==> src/rtl/clk_divider_prog.sv <==
// clk_divider_prog
// Runtime-programmable clock divider and tick generator. A single down-stream
// enable domain is derived from clk: clk_out is a registered square wave
// (mode=0) or a one-cycle pulse (mode=1), and tick strobes once per period.
// A new divisor is staged by div_load and swapped in only at a period
// boundary, so a divisor change never produces a runt period.
//
// Ports:
//   clk          system clock, all state updates on the rising edge
//   reset_sync   synchronous active-high reset, highest priority
//   enable       count enable; low holds count, clk_out and divisor
//   mode         0 = square output, 1 = pulse output
//   div_in       requested divisor, sampled while div_load is high
//   div_load     single-cycle request to stage div_in
//   clk_out      registered divided waveform
//   tick         registered one-cycle strobe at the start of each period
//   div_active   divisor currently in use
//   div_pending  a staged divisor waits for the next period boundary
//   div_err      one-cycle pulse when a load with div_in < 2 is rejected
module clk_divider_prog #(
  parameter int unsigned WIDTH       = 8,
  parameter int unsigned DEFAULT_DIV = 10
) (
  input  logic             clk,
  input  logic             reset_sync,
  input  logic             enable,
  input  logic             mode,
  input  logic [WIDTH-1:0] div_in,
  input  logic             div_load,
  output logic             clk_out,
  output logic             tick,
  output logic [WIDTH-1:0] div_active,
  output logic             div_pending,
  output logic             div_err
);

  if (DEFAULT_DIV < 2 || DEFAULT_DIV > (2 ** WIDTH) - 1) begin : g_bad_default_div
    $error("clk_divider_prog: DEFAULT_DIV out of range 2 .. 2^WIDTH-1");
  end

  localparam logic [WIDTH-1:0] DEF_DIV = WIDTH'(DEFAULT_DIV);
  localparam logic [WIDTH-1:0] ONE     = WIDTH'(1);
  localparam logic [WIDTH-1:0] TWO     = WIDTH'(2);

  logic [WIDTH-1:0] count_q, count_d;
  logic [WIDTH-1:0] div_active_q, div_active_d;
  logic [WIDTH-1:0] div_staged_q, div_staged_d;
  logic             div_pending_q, div_pending_d;
  logic             clk_out_q, clk_out_d;
  logic             tick_q, tick_d;
  logic             div_err_q, div_err_d;

  logic             wrap;
  logic [WIDTH-1:0] count_inc;
  logic [WIDTH-1:0] high_len;

  assign wrap      = enable && (count_q == div_active_q - ONE);
  assign count_inc = count_q + ONE;
  // ceil(D/2) of the divisor still in force on an advance edge
  assign high_len  = div_active_q - (div_active_q >> 1);

  always_comb begin
    count_d       = count_q;
    div_active_d  = div_active_q;
    div_staged_d  = div_staged_q;
    div_pending_d = div_pending_q;
    clk_out_d     = clk_out_q;
    tick_d        = 1'b0;
    div_err_d     = 1'b0;

    if (wrap) begin
      count_d   = '0;
      tick_d    = 1'b1;
      clk_out_d = 1'b1;
      if (div_pending_q) begin
        div_active_d  = div_staged_q;
        div_pending_d = 1'b0;
      end
    end else if (enable) begin
      count_d   = count_inc;
      clk_out_d = mode ? 1'b0 : (count_inc < high_len);
    end

    // Evaluated after the wrap so a load on the wrap edge stays pending for
    // the following period instead of being consumed immediately.
    if (div_load) begin
      if (div_in >= TWO) begin
        div_staged_d  = div_in;
        div_pending_d = 1'b1;
      end else begin
        div_err_d = 1'b1;
      end
    end
  end

  always_ff @(posedge clk) begin
    if (reset_sync) begin
      count_q       <= DEF_DIV - ONE;
      div_active_q  <= DEF_DIV;
      div_staged_q  <= '0;
      div_pending_q <= 1'b0;
      clk_out_q     <= 1'b0;
      tick_q        <= 1'b0;
      div_err_q     <= 1'b0;
    end else begin
      count_q       <= count_d;
      div_active_q  <= div_active_d;
      div_staged_q  <= div_staged_d;
      div_pending_q <= div_pending_d;
      clk_out_q     <= clk_out_d;
      tick_q        <= tick_d;
      div_err_q     <= div_err_d;
    end
  end

  assign clk_out     = clk_out_q;
  assign tick        = tick_q;
  assign div_active  = div_active_q;
  assign div_pending = div_pending_q;
  assign div_err     = div_err_q;

endmodule
==> config.mk <==
export PLATFORM = sky130hd
export DESIGN_NAME = clk_divider_prog
export DESIGN_NICKNAME = d
export VERILOG_FILES = /design/src/rtl/clk_divider_prog.sv
export SDC_FILE = /design/constraint.sdc
export NUM_CORES = 1
export LEC_CHECK = 0
export ABC_AREA = 0
export CAP_MARGIN = 10
export CORE_ASPECT_RATIO = 0.75
export CORE_MARGIN = 3
export CORE_UTILIZATION = 50
export DETAILED_ROUTE_END_ITERATION = 6
export PLACE_DENSITY_LB_ADDON = 0.12
export SLEW_MARGIN = 25
export SYNTH_ARGS = -nofsm -noshare
export SYNTH_HDL_FRONTEND = slang
export SYNTH_SLANG_ARGS = --single-unit
==> constraint.sdc <==
create_clock -name clk -period 2.7 [get_ports clk]
set_clock_uncertainty 0.2 [all_clocks]
set_input_delay 0.405 -clock clk [delete_from_list [all_inputs] [get_ports clk]]
set_output_delay 0.405 -clock clk [all_outputs]
set_load 0.05 [all_outputs]
==> summary.md, run 1 <==
| Metric | Value |
|---|---|
| CTS Buf Count | `3` |
| Ports | `25` |
| Worst-path clk slew | `~0.1 ns` |
| Hold Slack | `0.267 ns` |
| Relative slew margins | `0.667` |
| Storage cell area | `slightly below 600 µm²` |
| Register bit total from synthesis | `28` |
| Nets | `a little under 300` |
| Slew Limit Fails | `0` |
| Design Area, Final | `between 2000 and 2500 µm²` |
| DR iter-0 viols | `between 60 and 70` |
| Final Setup Violations | `0` |
| Post-Syn Area | `roughly 1900 µm²` |
| Worst min path class | `flop to flop` |
| CTS Root Cell | `clkbuf_8` |
| Critical path class | `flop to flop` |
| Post-route ant nets | `0` |
| CP top delay family | `compound AO/OA/AOI/OAI gates` |
| Residual DRC count | `0` |
| Chip height | `59.6 µm` |
| Die W | `77.4 µm` |
| EDFF count, synth | `0` |
| Final Core Density | `0.708` |
| Vias | `between 1,500 and 2,000` |
| Area growth syn-to-layout | `28.5%` |
| Synth Instances | `around 220` |
| Worst slew pin tran | `around 0.50 ns` |
| Fillers | `roughly 300` |
| Power Density | `roughly 550 nW/µm²` |
| VDD IR-drop max | `336 µV` |
| Dominant synthesized flop cell | `dfxtp_1` |
| Detail-routed via count per cell | `around 5.2` |
| Fmax | `about 370 MHz` |
| Yosys top cell area share | `0.293` |
| Synth Net Count | `around 260` |
| Largest net degree at the start of global routing | `29` |
| Share of cells above drive strength 1 | `0.181` |
| Slowest CP cell | `dfxtp_4` |
| Hold_buf cts | `0` |
| Max FO, Critical Path | `5` |
| Tmin final | `between 2 and 3 ns` |
| First-pass GRT wire length | `around 6.6 mm` |
| Overflow after GRT | `0` |
| Library cells used by synthesis | `40` |
| Required @ worst endpoint | `between 2 and 3 ns` |
| Global placer's final weighted congestion | `slightly above 0.8` |
| Place WS | `-0.00878 ns` |
| Maximum capacitance violations | `0` |
| Yosys warns | `0` |
| Area leader, netlist | `dfxtp_1` |
| Floorplan core area | `approximately 3500 µm²` |
| Most used standard cell by instance count after synthesis | `dfxtp_1` |
| Synth area leaders | `dfxtp_1, ha_1, a21oi_1` |
| Routed length per instance | `~14 µm` |
| Critical path cell sequence | `ha_1 -> inv_1 -> fa_1 -> nand2b_1 -> a21oi_1 -> o21ai_1 -> a21oi_1 -> nor2_1 -> xor2_1 -> ha_1 -> a2111oi_4 -> o21ai_1 -> a31oi_1` |
| GR Util All Layers | `0.178` |
| N_diodes | `0` |
| Most frequent cells after synthesis | `dfxtp_1, a21oi_1, ha_1, nand2_1, inv_1` |
| Startpoint types | `flop` |
| Final Hold Fails | `0` |
| Outcome | `completed` |
| Starting Density | `0.551` |
| Buf+Inv Stages, Crit Path | `1` |
| WP data arrival | `around 2.7 ns` |
| Seq/Total Area, Yosys | `0.293` |
| RSZ-0062 raised after global routing | `yes` |
| Setup crit end kind | `flop` |
| DR pass1 iterations | `4` |
| Initial antenna violation count | `0` |
| CTS tree | `built` |
| Full die area | `about 4600 µm²` |
| Multi-input logic area | `1320 µm²` |
| Final period utilization | `0.996` |
| Largest stage delay on the critical path | `roughly 0.39 ns` |
| Worst-Skew Late Latency | `roughly 0.28 ns` |
| LEAKAGE | `0.000997 µW` |
| Site row count | `18` |
| Vias in the first global route | `around 1,400` |
| Post-synth ARST share | `0` |
| Post-route setup slack | `~0.012 ns` |
| Longest Clk Path Bufs | `2` |
| H-tree depth | `1` |
| I/O Buffers | `24` |
| Cell Area, Placed | `roughly 2300 µm²` |
| DP Wirelength | `approximately 3.1 mm` |
| Clock sink count | `28` |
| Syn avg cell area | `roughly 8.6 µm²` |
| Final WL | `slightly above 4 mm` |
layer usage:
| metal | global-route usage | up-vias | wire (µm) |
|---|---|---|---|
| li1 | - | 841 | - |
| met3 | 0.0334 | 2 | 124 |
| met4 | 0.0228 | 0 | 19 |
| met1 | 0.258 | 730 | 2190 |
| met5 | 0 | - | 0 |
| met2 | 0.283 | 22 | 1800 |
power by group:
part | switching [µW] | internal [µW] | total (µW)
combinational | 313 | 275 | 588
sequential | 32.3 | 444 | 477
clock | 133 | 161 | 295
total | 478 | 881 | 1360
cell families (layout without fill, tap and decap cells):
logic type / after synthesis / count (layout) / synth area share
adder cells (fa/ha/maj): 24 / 24 / 0.161
buffers and inverters: 27 / 59 / 0.0681
XOR/XNOR: 24 / 24 / 0.110
flip-flops: 28 / 28 / 0.293
AO/OA/AOI/OAI: 56 / 56 / 0.199
multiplexers: 1 / 1 / 0.00524
AND/OR/NAND/NOR: 62 / 62 / 0.164
worst register-to-register path, delay by kind of cell, from the launching register on:
kind            cells  cell delay [ns]
buf+inv             1             0.06
xor+xnor            1             0.09
flops               1             0.39
simple gates        2             0.20
compound gates      6             0.88
fa+ha+maj           3             0.80
flip-flops by register name, indices dropped and copies added (netlist names):
name,cells
clk_out,1
count_q,8
div_active,8
div_err,1
div_pending,1
div_staged_q,8
tick,1
what timing repair did:
item	4_1_cts	5_1_grt
buffers inserted	0	1
pin swaps	0	4
gates resized for setup	3	12
setup endpoints to repair	1	1
metrics by stage:
step / std cells / total power (µW) / setup TNS, ns
global route: 304 / 1450 / -0.143
CTS: 303 / 1340 / 0
detailed placement: 299 / 1030 / -0.00878
finish: 304 / 1360 / 0
floorplan: 222 / 899 / 0
global placement: 299 / 1030 / 0
area by class of cell:
class / instances / area share
clock buffer: 4 / 0.0270
tap: 50 / 0.0255
sequential: 28 / 0.237
inverter: 14 / 0.0245
multi-input combinational: 167 / 0.536
timing repair buffer: 41 / 0.150
cells in the final DEF, fill, tap and decap left out, types with 2 or more instances in the layout:
master           count
a21o_1               7
dfxtp_4              6
xor2_1              11
nand2_1             22
a311o_1              2
clkdlybuf4s50_1     24
a31oi_1              2
nor4_1               5
and4_1               2
ha_4                 4
and3_1               6
clkbuf_8             3
inv_2                4
a21oi_1             24
dfxtp_1             22
nand3_1             10
inv_1                8
ha_1                18
xnor2_1             13
nor2_1               9
nand3b_1             4
o21ai_0              4
a2111oi_4            2
o21ai_1              2
buf_4               17
o21bai_1             2
final timing paths:
check,startpoint,endpoint,slack [ns],cells past startpoint
max,div_active[1]$_SDFFE_PP1P_,clk_out$_SDFFE_PP0P_,0.01,13
max reg2reg,div_active[1]$_SDFFE_PP1P_,clk_out$_SDFFE_PP0P_,0.01,13
min,div_staged_q[4]$_SDFFE_PP0P_,div_staged_q[4]$_SDFFE_PP0P_,0.27,2
min reg2reg,div_staged_q[4]$_SDFFE_PP0P_,div_staged_q[4]$_SDFFE_PP0P_,0.27,2
Note: power is estimated with default switching activity, not from simulation.
==> inputs of run 2 (changes only) <==
Settings changed: CORE_MARGIN 3 to unset, GPL_ROUTABILITY_DRIVEN set to 0.
==> summary.md, run 2 (synthesis results as in run 1) <==
| Metric | Value |
|---|---|
| Setup TNS Final | `-0.0563 ns (-0.0563 ns)` |
| Most common cell after layout, fill and taps aside | `buf_4` |
| Worst-Skew Late Latency | `0.28 ns (about the same)` |
| Starting Density | `0.522 (-0.0290)` |
| Buf+Inv Stages, Crit Path | `1 (unchanged)` |
| Final Core Density | `0.682 (-0.0263)` |
| RSZ-0062 raised after global routing | `yes` |
| Outcome | `finished, violations left` |
| N_diodes | `0 (unchanged)` |
| Final WL | `4.24 mm (+2.4%)` |
| GR Util All Layers | `0.219 (+0.0410)` |
| VDD IR-drop max | `316 µV (-5.8%)` |
| Share of cells above drive strength 1 | `0.205 (+0.0234)` |
| Site row count | `19 (+1)` |
| Maximum capacitance violations | `0 (unchanged)` |
| Longest Clk Path Bufs | `2 (unchanged)` |
| Place WS | `-0.0652 ns (-0.0564 ns)` |
| Worst R2R End | `clk_out$_SDFFE_PP0P_` |
| Overflow after GRT | `0 (unchanged)` |
| Storage cell area | `583 µm² (unchanged)` |
| Worst hold path cell count | `2 (unchanged)` |
| Tmin final | `2.76 ns (+0.0679 ns)` |
| Setup crit end kind | `flop` |
| Worst-path clk slew | `0.10 ns (about the same)` |
| Worst r2r src | `div_active[1]$_SDFFE_PP1P_` |
| Post-route ant nets | `0 (unchanged)` |
| WP data arrival | `2.78 ns (+0.08 ns)` |
| Clock sink count | `28 (unchanged)` |
| Hold_buf cts | `0 (unchanged)` |
| Worst min path class | `flop to flop` |
| Largest net degree at the start of global routing | `29 (unchanged)` |
| Vias | `1,658 (+3.9%)` |
| Worst slew pin tran | `0.510 ns (+0.0116 ns)` |
| Detail-routed via count per cell | `5.25 (about the same)` |
| Largest stage delay on the critical path | `0.39 ns (about the same)` |
| Fillers | `326 (+5.5%)` |
| Register-to-register setup slack | `-0.06 ns (-0.07 ns)` |
| CP top delay family | `compound AO/OA/AOI/OAI gates` |
| Critical path cell sequence | `inv_4 -> ha_4 -> o21ba_4 -> o21ai_4 -> a221oi_2 -> o21bai_1 -> a21oi_1 -> xnor2_1 -> ha_1 -> a2111oi_2 -> o21ai_1 -> a31oi_1` |
| LEAKAGE | `0.00104 µW (+4.5%)` |
| Worst hold start | `div_staged_q[4]$_SDFFE_PP0P_` |
| H-tree depth | `1 (unchanged)` |
| Critical path class | `flop to flop` |
| DR iter-0 viols | `64 (unchanged)` |
| CTS tree | `built` |
| Required @ worst endpoint | `2.72 ns (about the same)` |
| Residual DRC count | `0 (unchanged)` |
| Final Setup Violations | `1 (+1)` |
| Chip height | `55.6 µm (-6.7%)` |
| Final Hold Fails | `0 (unchanged)` |
| Ports | `25 (unchanged)` |
| Floorplan core area | `3660 µm² (+5.6%)` |
| Startpoint types | `flop` |
| Failing checks | `negative setup slack` |
| Pwr Total | `1380 µW (+1.3%)` |
| First-pass GRT wire length | `6.91 mm (+5.4%)` |
| Routed length per instance | `13.4 µm (-1.5%)` |
| Relative slew margins | `0.659 (-0.00776)` |
| Vias in the first global route | `1,503 (+6.4%)` |
| DR pass1 iterations | `4 (unchanged)` |
| Initial antenna violation count | `0 (unchanged)` |
| Multi-input logic area | `1280 µm² (-2.9%)` |
| Area growth syn-to-layout | `30.6%` |
| Post-route setup slack | `-0.0563 ns (-0.0679 ns)` |
| Full die area | `4080 µm² (-12%)` |
| Fmax | `363 MHz (-2.5%)` |
| Die W | `73.4 µm (-5.2%)` |
| Slowest CP cell | `dfxtp_4` |
| Slew Limit Fails | `0 (unchanged)` |
| Power Density | `552 nW/µm² (-0.28%)` |
| CTS Buf Count | `3 (unchanged)` |
| Most frequent cells in the layout | `buf_4, a21oi_1, clkdlybuf4s50_1, nand2_1, dfxtp_1` |
| CTS Root Cell | `clkbuf_8` |
| Worst Hold End | `div_active[4]$_SDFFE_PP0P_` |
| Max FO, Critical Path | `5 (unchanged)` |
| Nets | `302 (+3.4%)` |
| Hold Slack | `0.255 ns (-0.0118 ns)` |
| I/O Buffers | `24 (unchanged)` |
| Final period utilization | `1.02 (+0.0251)` |
| DP Wirelength | `3.27 mm (+5.9%)` |
| Worst reg2reg path depth | `12 (-1)` |
## run 2: changes by cell type in the layout (fill, tap and decap cells not counted), sizes merged
cell  change
buf      +10
## run 2: worst reg2reg max path, stage by stage (launching register included)
cell	delay (ns)
dfxtp_4	0.39
inv_4	0.04
ha_4	0.25
o21ba_4	0.14
o21ai_4	0.06
a221oi_2	0.30
o21bai_1	0.12
a21oi_1	0.18
xnor2_1	0.10
ha_1	0.33
a2111oi_2	0.36
o21ai_1	0.10
a31oi_1	0.13
## run 2: worst max path at each step
stage                               startpoint                    to  slack (ns)  cells past startpoint
floorplan           div_active[2]$_SDFFE_PP0P_  clk_out$_SDFFE_PP0P_       0.005                     12
global placement    div_active[1]$_SDFFE_PP1P_  clk_out$_SDFFE_PP0P_       0.009                     12
detailed placement  div_active[1]$_SDFFE_PP1P_  clk_out$_SDFFE_PP0P_       -0.07                     12
CTS                 div_active[0]$_SDFFE_PP0P_  clk_out$_SDFFE_PP0P_       0.005                     14
global route        div_active[2]$_SDFFE_PP0P_  clk_out$_SDFFE_PP0P_       -0.21                     12
finish              div_active[1]$_SDFFE_PP1P_  clk_out$_SDFFE_PP0P_       -0.06                     12
## run 2: through the flow
step	cells	cell area, µm²
floorplan	222	1950
global placement	309	2350
detailed placement	309	2350
CTS	314	2430
global route	316	2500
finish	316	2500
## run 2: final cells by class
cell class | instances | share of cell area
repair buffers | 51 | 0.177
multi-input cells | 167 | 0.512
flip-flops and latches | 28 | 0.234
well taps | 52 | 0.0261
inverters | 14 | 0.0241
clock buffers | 4 | 0.0266
## run 2: routing by layer
| layer | global-route usage | vias up | routed length, µm |
|---|---|---|---|
| li1 | - | 863 | - |
| met1 | 0.319 | 767 | 2190 |
| met2 | 0.324 | 22 | 1870 |
| met3 | 0.0401 | 6 | 100 |
| met4 | 0.0714 | 0 | 72 |
| met5 | 0 | - | 0 |
## run 2: power by group
part	switching (µW)	internal [µW]	total (µW)
combinational	318	287	606
sequential	31.5	444	476
clock	134	162	296
total	484	893	1380
## run 2: timing repair
item / 4_1_cts / 5_1_grt
hold endpoints to repair: 0 / 0
pin swaps: 1 / 7
endpoints found under the setup margin: 1 / 1
resized for setup: 2 / 9
setup buffers: 1 / 2
==> inputs of run 3 (changes only) <==
Settings changed: CELL_PAD_IN_SITES_DETAIL_PLACEMENT set to 1, CELL_PAD_IN_SITES_GLOBAL_PLACEMENT set to 2, CORE_ASPECT_RATIO 0.75 to 1.75, CORE_UTILIZATION 50 to 30.
==> summary.md, run 3 (synthesis results as in run 1) <==
| Metric | Value |
|---|---|
| Outcome | `finished, violations left` |
| Failing checks | `negative setup slack` |
| Ports | `25 (unchanged)` |
| CTS Buf Count | `3 (unchanged)` |
| Slew Limit Fails | `0 (unchanged)` |
| Site row count | `38 (+19)` |
| Net Sw Power | `505 µW (+4.4%)` |
| Design Area, Final | `2520 µm² (+1.2%)` |
| Worst-Skew Late Latency | `0.28 ns (about the same)` |
| Pwr Total | `1350 µW (-1.9%)` |
| Setup TNS Final | `-0.0443 ns (+0.0120 ns)` |
| Post-route setup slack | `-0.0443 ns (+0.0120 ns)` |
| Hold Slack | `0.262 ns (+0.00723 ns)` |
| Setup Buffers After CTS | `0 (-1)` |
| N_diodes | `0 (unchanged)` |
| Register share of total power | `0.351 (+0.005)` |
| Share of cells above drive strength 1 | `0.216 (+0.0114)` |
| CTS Root Cell | `clkbuf_8` |
| DR pass1 iterations | `4 (unchanged)` |
| Vias in the first global route | `1,770 (+18%)` |
| Final WL | `5.14 mm (+21%)` |
| Full die area | `6710 µm² (+65%)` |
| RSZ-0062 raised after global routing | `yes` |
| Final period utilization | `1.02 (-0.00445)` |
| Power Density | `535 nW/µm² (-3.0%)` |
| Clock sink count | `28 (unchanged)` |
| Int Pwr | `846 µW (-5.3%)` |
| Fmax | `364 MHz (+0.44%)` |
| VDD IR-drop max | `217 µV (-31%)` |
| Cell Area, Placed | `2410 µm² (+2.4%)` |
| Longest Clk Path Bufs | `2 (unchanged)` |
| Required @ worst endpoint | `2.71 ns (about the same)` |
| Maximum capacitance violations | `0 (unchanged)` |
| Worst-path clk slew | `0.10 ns (about the same)` |
| Area growth syn-to-layout | `32.1%` |
| Worst slew pin tran | `0.758 ns (+0.249 ns)` |
| Most frequent cells in the layout | `buf_4, clkdlybuf4s50_1, a21oi_1, nand2_1, dfxtp_1` |
| Critical path class | `flop to flop` |
| Largest net degree at the start of global routing | `18 (-38%)` |
| Residual DRC count | `0 (unchanged)` |
| Max FO, Critical Path | `5 (unchanged)` |
| Final Core Density | `0.409 (-0.273)` |
| Worst min path class | `flop to flop` |
| Vias | `1,674 (+0.97%)` |
| Comb power frac | `0.466 (+0.026)` |
| Tmin final | `2.74 ns (-0.0120 ns)` |
| Setup crit end kind | `flop` |
| GR Util All Layers | `0.160 (-0.0589)` |
| I/O Buffers | `24 (unchanged)` |
| Chip height | `108 µm (+94%)` |
| DR iter-0 viols | `50 (-22%)` |
| Startpoint types | `flop` |
| Starting Density | `0.309 (-0.213)` |
| Routed length per instance | `15.0 µm (+12%)` |
| Most common cell after layout, fill and taps aside | `buf_4` |
| Post-route ant nets | `0 (unchanged)` |
| CTS tree | `built` |
| Initial antenna violation count | `0 (unchanged)` |
| Relative slew margins | `0.493 (-0.166)` |
| LEAKAGE | `0.00103 µW (-0.92%)` |
| Worst hold start | `div_staged_q[4]$_SDFFE_PP0P_` |
| DP Wirelength | `4.15 mm (+27%)` |
| Final Hold Fails | `0 (unchanged)` |
| H-tree depth | `1 (unchanged)` |
| Worst r2r src | `div_active[1]$_SDFFE_PP1P_` |
| Nets | `302 (unchanged)` |
| Critical path startpoint | `div_active[1]$_SDFFE_PP1P_` |
| Floorplan core area | `6180 µm² (+69%)` |
| Final Setup Violations | `1 (unchanged)` |
| Overflow after GRT | `0 (unchanged)` |
| Detail-routed via count per cell | `4.87 (-7.3%)` |
| First-pass GRT wire length | `8.29 mm (+20%)` |
| Hold_buf cts | `0 (unchanged)` |
| Clock share of power | `0.183 (-0.032)` |
| WP data arrival | `2.76 ns (-0.02 ns)` |
| Switching share of power | `0.374 (+0.0226)` |
| Die W | `62.3 µm (-15%)` |
==> run 3: critical path: stages (launching register included) <==
cell,delay [ns]
dfxtp_4,0.39
inv_2,0.05
ha_4,0.26
o21ba_4,0.13
o21ai_4,0.06
a221oi_2,0.30
o21bai_1,0.14
a21oi_2,0.14
xnor2_1,0.09
ha_1,0.32
a2111oi_2,0.34
o21ai_1,0.12
a31oi_1,0.13
==> run 3: layer usage <==
layer | track usage | part of all wire | vias up
met3 | 0.0169 | 0.017 | 4
met5 | 0 | 0 | -
met1 | 0.165 | 0.40 | 795
met4 | 0.0681 | 0.014 | 0
met2 | 0.318 | 0.57 | 20
li1 | - | - | 855
==> run 3: timing repair <==
| action | 4_1_cts | 5_1_grt |
|---|---|---|
| pin swaps | 2 | 8 |
| resized for setup | 3 | 11 |
| setup endpoints to repair | 1 | 3 |
==> run 3: path summary, 6_finish.rpt <==
check | to | slack, ns | cells past startpoint
setup / recovery | clk_out$_SDFFE_PP0P_ | -0.04 | 12
hold reg to reg | div_staged_q[4]$_SDFFE_PP0P_ | 0.26 | 2
hold / removal | div_staged_q[4]$_SDFFE_PP0P_ | 0.26 | 2
setup reg to reg | clk_out$_SDFFE_PP0P_ | -0.04 | 12
==> run 3: layout make-up <==
class | count | area, µm²
multi-input combinational | 167 | 1300
sequential | 28 | 583
inverter | 14 | 55.1
tap | 80 | 100
timing repair buffer | 51 | 443
clock buffer | 4 | 45.0
fill | 736 | 3660
==> run 3: through the flow <==
stage / setup WS, ns / cells
final: -0.0443 / 344
after global routing: -0.232 / 344
after CTS: -0.0631 / 344
after detailed placement: -0.112 / 340
after global placement: -0.0406 / 340
after floorplan: 0.00509 / 222
==> run 3: power groups by stage <==
stage / Combinational (µW) / Sequential, µW / Clock (µW)
final: 630 / 474 / 248
after global routing: 694 / 481 / 274
after CTS: 611 / 475 / 259
after detailed placement: 605 / 484 / 0
after global placement: 594 / 484 / 0
after floorplan: 361 / 537 / 0
